**config.mk**
```make
export PLATFORM = sky130hd
export DESIGN_NAME = pc_stack
export DESIGN_NICKNAME = d
export VERILOG_FILES = /design/src/rtl/pc_stack.sv
export SDC_FILE = /design/constraint.sdc
export NUM_CORES = 1
export LEC_CHECK = 0
export CORE_MARGIN = 10
export CORE_UTILIZATION = 40
export CTS_CLUSTER_DIAMETER = 80
export DETAILED_ROUTE_END_ITERATION = 10
export PLACE_DENSITY_LB_ADDON = 0.05
export SETUP_SLACK_MARGIN = 0.2
export SLEW_MARGIN = 20
export SYNTH_ARGS = -nofsm -noshare
export SYNTH_HDL_FRONTEND = slang
export SYNTH_SLANG_ARGS = --single-unit
```
**constraint.sdc**
```tcl
create_clock -name clk -period 6.5 [get_ports clk]
set_input_delay 1.3 -clock clk [delete_from_list [all_inputs] [get_ports clk]]
set_output_delay 1.3 -clock clk [all_outputs]
set_load 0.02 [all_outputs]
```
**src/rtl/pc_stack.sv**
```systemverilog
// Program counter with an integrated return-address stack for the CPU front end.
// One action per cycle, by priority: reset > ret > call > load > branch > enable > hold.
module pc_stack #(
    parameter int unsigned             WIDTH        = 8,
    parameter int unsigned             DEPTH        = 4,
    parameter logic [WIDTH-1:0]        RESET_VECTOR = '0,
    localparam int unsigned            CW           = $clog2(DEPTH + 1)
) (
    input  logic             clk,
    input  logic             reset,
    input  logic             enable,
    input  logic             load,
    input  logic             branch,
    input  logic             call,
    input  logic             ret,
    input  logic             err_clear,
    input  logic [WIDTH-1:0] target,
    input  logic [WIDTH-1:0] offset,
    output logic [WIDTH-1:0] pc_out,
    output logic [CW-1:0]    depth,
    output logic             stack_full,
    output logic             stack_empty,
    output logic             overflow_err,
    output logic             underflow_err
);

    localparam int unsigned IW = (DEPTH > 1) ? $clog2(DEPTH) : 1;

    typedef enum logic [2:0] {
        OP_HOLD,
        OP_INC,
        OP_BRANCH,
        OP_LOAD,
        OP_CALL,
        OP_RET
    } op_e;

    logic [WIDTH-1:0] stack_mem [DEPTH];
    op_e              op;
    logic             push;
    logic             pop;
    logic             ovf_event;
    logic             unf_event;
    logic [IW-1:0]    wr_idx;
    logic [IW-1:0]    rd_idx;
    logic [WIDTH-1:0] pc_next_seq;

    assign stack_full  = (depth == CW'(DEPTH));
    assign stack_empty = (depth == '0);

    // NOTE: every signal driven here gets a default first, so no path through the block leaves a latch.
    always_comb begin
        op = OP_HOLD;
        if (ret)         op = OP_RET;
        else if (call)   op = OP_CALL;
        else if (load)   op = OP_LOAD;
        else if (branch) op = OP_BRANCH;
        else if (enable) op = OP_INC;
    end

    assign push        = (op == OP_CALL) && !stack_full;
    assign pop         = (op == OP_RET)  && !stack_empty;
    assign ovf_event   = (op == OP_CALL) &&  stack_full;
    assign unf_event   = (op == OP_RET)  &&  stack_empty;
    assign wr_idx      = IW'(depth);
    assign rd_idx      = IW'(depth - CW'(1));
    assign pc_next_seq = pc_out + WIDTH'(1);

    // NOTE: sequential state uses non-blocking assignments so every register samples pre-edge values.
    always_ff @(posedge clk) begin
        if (reset) begin
            pc_out <= RESET_VECTOR;
            depth  <= '0;
        end else begin
            case (op)
                OP_RET: begin
                    if (pop) begin
                        pc_out <= stack_mem[rd_idx];
                        depth  <= depth - CW'(1);
                    end
                end
                OP_CALL: begin
                    if (push) begin
                        pc_out <= target;
                        depth  <= depth + CW'(1);
                    end
                end
                OP_LOAD:   pc_out <= target;
                // Same-width addition wraps mod 2^WIDTH, which is exactly the signed displacement.
                OP_BRANCH: pc_out <= pc_out + offset;
                OP_INC:    pc_out <= pc_next_seq;
                default:   ;
            endcase
        end
    end

    // NOTE: the stack RAM has no reset; entries above depth are never read, so clearing them buys nothing.
    always_ff @(posedge clk) begin
        if (!reset && push) begin
            stack_mem[wr_idx] <= pc_next_seq;
        end
    end

    // A new error event outranks err_clear in the same cycle.
    always_ff @(posedge clk) begin
        if (reset) begin
            overflow_err  <= 1'b0;
            underflow_err <= 1'b0;
        end else begin
            if (ovf_event)      overflow_err  <= 1'b1;
            else if (err_clear) overflow_err  <= 1'b0;

            if (unf_event)      underflow_err <= 1'b1;
            else if (err_clear) underflow_err <= 1'b0;
        end
    end

endmodule

```
# Yosys cells after proc, flatten, opt, wreduce, memory -nomap -nowiden
# Memory sizes are Yosys's and may differ from the RTL's.
# Cells that the tools add are included.
# totals
regBits	13
ramBits	32
in_bits	24
elab_cells	48
memories	1
# mem_list
name	depth	width	read_ports	rd_ports_with_merged_regs	wr	line	rtl
stack_mem	4	8	1	0	1	38	logic [WIDTH-1:0] stack_mem [DEPTH];
# classes
addsub	4
eq_ne	8
mux	16
reduce_logical	15
# ops
op	n
8-bit case mux with 5 select lines	1
8-bit two-way mux	2
3-bit two-way mux	4
3-bit == test, second input constant	3
8-bit by 1-bit adder with 8-bit output, second input constant	1
8-bit adder	1
3-bit by 2-bit == test with 1-bit output, second input constant	2
1-bit two-way mux	6
3-bit case mux with 2 select lines	1
3-bit AND reduction	2
2-bit nonzero test	3
1-bit logical AND	5
5-bit nonzero test	1
2-bit two-way mux	2
2-bit != test, second input constant	2
3-bit by 1-bit adder with 3-bit output, second input constant	1
3-bit by 1-bit == test with 1-bit output, second input constant	1
1-bit zero test	3
3-bit zero test	1
3-bit by 1-bit subtractor with 3-bit output, second input constant	1

# Logic depth before layout (Yosys ltp)
# logic_depth
depth_word	10
ltp_mapped	10
depth_no_buf	8

# Worst setup path after synthesis
# Ideal clock, no wire load.
# synth_timing
kind	input port to flip-flop
from	input offset[0]
to	register pc_out[6]
setup_time_ps	125
arrival_time_ps	2623
t_required_ps	6375
slack_ps	3752
cell_stages	6
cell_sequence	ha_1 -> fa_1 -> a211oi_1 -> o41ai_1 -> a211oi_1 -> o21ai_0
# synth_via
elab_chain_len	2
# synth_rtl
element	line	rtl
start: declaration	18	input logic [WIDTH-1:0] offset,
8-bit adder	90	OP_BRANCH: pc_out <= pc_out + offset;
8-bit case mux with 5 select lines	75	case (op)
end signal: assignment	78	pc_out <= stack_mem[rd_idx];
end signal: assignment	90	
end signal: assignment	91	OP_INC: pc_out <= pc_next_seq;
end: declaration	19	output logic [WIDTH-1:0] pc_out,
# No other way between the ends.
# A chain may end at the register's enable or synchronous reset.

# Worst setup path in the final report
# layout_timing
from	register depth[0]
to	output stack_full
# layout_via
elab_chain_len	1
# layout_rtl
element	line	rtl
start: declaration	20	output logic [CW-1:0] depth,
start signal: assignment	79	depth <= depth - CW'(1);
start signal: assignment	85	depth <= depth + CW'(1);
3-bit == test	48	assign stack_full = (depth == CW'(DEPTH));
end: declaration	21	output logic stack_full,
# No other way between the ends.

==> results by group <==
Setup path
  • Worst stage delay on the critical path: 0.80 ns
  • Required @ worst endpoint: 5.20 ns
  • Crit-path cells: inv_1 -> ha_1 -> ha_1 -> clkdlybuf4s50_1
  • WP data arrival: 2.32 ns
  • Worst flop-to-flop path startpoint: depth[0]$_SDFFE_PP0P_
  • Worst setup SP type: register
  • Crit-path slowest cell: dfxtp_1
  • Most used cell, CP: ha_1
  • CP Class: reg -> out
  • RR Endpoint: stack_mem[1][2]$_DFFE_PP_
  • Crit Path Max Fanout: 13
  • R2R depth: 5
  • CP Capture Type: output pin
  • R2r setup slk: 3.90 ns

Synth
  • Mapped cell area: 2500 µm²
  • Post-synth EDFFs: 32
  • Ys flop type: edfxtp_1
  • Mapped Cells: 215
  • Netlist cell types: 49
  • Avg Inst Size Synth: 11.6 µm²
  • Sequential element share of the synthesized area: 0.488
  • Synth Warn #: 0
  • Ys async rst share: 0
  • Post-Syn Nets: 254
  • Flops & latches, synth: 45

Min path
  • WHS Path Cells: 2
  • Worst hold endpoint: underflow_err$_SDFFE_PP0P_
  • Worst min path class: reg -> reg
  • Min-delay src: underflow_err$_SDFFE_PP0P_

Clock tree
  • Reg clk slew, reported paths: 0.08 ns
  • Root buffer cell: clkbuf_8
  • CTS tree: yes
  • # clock sinks: 45
  • Hold buffer count at CTS: 0
  • Depth of the CTS H-tree: 2
  • CTS buffer count: 5
  • Max Buffers Root-to-Sink: 2
  • Post-CTS Setup Inserts: 0
  • Cts repair resizes: 0
  • Worst skew pair latency: 0.29 ns

Detailed routing
  • Vias: 1851
  • DRC: 0
  • Drt via density: 5.63
  • DRT Pass-1 Iters: 4
  • Avg WL per Cell: 18.7 µm
  • Final WL: 6.16 mm
  • Antenna Nets Post-Route: 0
  • Initial drt markers: 95

Pwr
  • Sequential share of power: 0.372
  • Int Pwr: 745 µW
  • Comb power frac: 0.452
  • Power density cells: 389 nW/µm²
  • Maximum VDD drop: 0.216 mV
  • Leakage: 0.00106 µW
  • Sw Share: 0.373
  • Sw power: 443 µW
  • Clock share of power: 0.176

Global route
  • Antenna violations before repair: 0
  • First-pass GRT wire length: 9.92 mm
  • Grt total ovfl: 0
  • GRT Util Overall: 0.124
  • Largest net degree at the start of global routing: 17
  • Number of global-route vias before repair: 1866

Timing
  • Fmax: 276 MHz
  • Period utilization: 0.557
  • Slew headroom: 0.507
  • Tmin final: 3.62 ns
  • Final-report max-slew violation count: 0
  • Worst-Margin Slew: 0.732 ns
  • Setup TNS: 0 ns
  • Final setup violation count: 0
  • Worst Clk Skew: 0.00460 ns
  • Worst hold slack: 0.479 ns
  • Final hold vios: 0
  • RSZ-0062 raised after global routing: false

Outcome
  • Status: complete, no violations

Final layout
  • Share of layout cells above drive strength 1: 0.0827
  • # diodes: 0
  • Total of fill cells in the finished design: 549
  • Most common library cell in the layout ignoring fill and taps: clkdlybuf4s50_1
  • Most frequent cells in the layout: 38 x clkdlybuf4s50_1, 32 x edfxtp_1, 17 x o21ai_0, 14 x ha_1
  • Fin nets: 292
  • Area Growth Syn to Fin: 22.0%

Floorplanning
  • Die Span X: 99.1 µm
  • DIE AREA: 9820 µm²
  • Die Ht: 99.1 µm
  • Row Count: 28
  • Core area: 5990 µm²
  • Initial Util: 0.418
  • # IOs: 39

Placed design
  • GP Congestion: 0.773
  • Final HPWL from detailed placement: 4.66 mm
  • IO buf count: 38

Run
  • Max Cap Violations: 0
==> critical path: cells and delay by family (launching register included) <==
kind	cells	cell delay (ns)
fa+ha+maj	2	0.53
buf+inv	2	0.70
flops	1	0.80
==> Yosys cell counts, types with 3 or more instances <==
cell       n  area, µm²
edfxtp_1  32        961
o21ai_0   17       85.1
ha_1      14        175
dfxtp_1   13        260
nor2_1    13       48.8
a21oi_1   10       50.1
nand3_1   10       50.1
inv_1      9       33.8
nand2_1    8       30.0
mux4_2     7        158
xnor2_1    7       61.3
and2_1     5       31.3
nor3_1     5       25.0
o211ai_1   5       37.5
a22oi_1    4       30.0
clkbuf_1   4       15.0
nand2b_1   4       25.0
a211oi_1   3       22.5
a311oi_1   3       26.3
or3_1      3       18.8
==> power groups by stage <==
stage	registers [µW]	logic (µW)	clock network, µW
after floorplan	457	340	0
after global placement	450	542	0
after detailed placement	451	538	0
after CTS	445	540	217
after global routing	455	595	227
final	442	536	209
==> flip-flops by register name, indices dropped and copies added (netlist names) <==
name,flops
depth,3
stack_mem,32
pc_out,8
overflow_err,1
underflow_err,1
==> metrics by stage <==
stage	area [µm²]	worst slack [ns]	power [µW]	utilization	instances
2_1_floorplan	2500	3.75	797	-	215
3_3_place_gp	2940	3.02	992	0.491	321
3_5_place_dp	2940	2.91	990	0.491	321
4_1_cts	3060	2.81	1200	0.510	329
5_1_grt	3060	2.69	1280	0.510	329
6_report	3060	2.88	1190	0.510	329
==> area by class of cell <==
class | count | area (µm²) | share of cell area
tap | 75 | 93.8 | 0.0307
sequential | 45 | 1220 | 0.400
clock inverter | 3 | 43.8 | 0.0143
inverter | 9 | 33.8 | 0.0111
clock buffer | 5 | 68.8 | 0.0225
timing repair buffer | 38 | 380 | 0.124
multi-input combinational | 154 | 1210 | 0.397
==> routing by layer <==
| metal | track usage | part of all wire |
|---|---|---|
| met1 | 0.167 | 0.50 |
| met2 | 0.196 | 0.45 |
| met3 | 0.0249 | 0.040 |
| met4 | 0.0353 | 0.0073 |
| met5 | 0 | 0 |
==> cell families after synthesis <==
logic type      after synthesis  share of synthesized area
compound gates               61                      0.165
simple gates                 59                      0.129
flops                        45                      0.488
buf+inv                      16                     0.0275
fa+ha+maj                    15                     0.0780
mux                          10                     0.0815
xor+xnor                      9                     0.0315
==> worst max-delay path by stage <==
stage | to | depth (start not counted) | slack [ns] | start
finish | stack_full | 4 | 2.88 | depth[0]$_SDFFE_PP0P_
global route | stack_full | 4 | 2.69 | depth[0]$_SDFFE_PP0P_
CTS | stack_full | 4 | 2.81 | depth[0]$_SDFFE_PP0P_
detailed placement | pc_out[7]$_SDFFE_PP0P_ | 6 | 2.91 | call
global placement | pc_out[7]$_SDFFE_PP0P_ | 6 | 3.02 | call
floorplan | pc_out[6]$_SDFFE_PP0P_ | 6 | 3.75 | offset[0]
(Power assumes the default switching activity.)
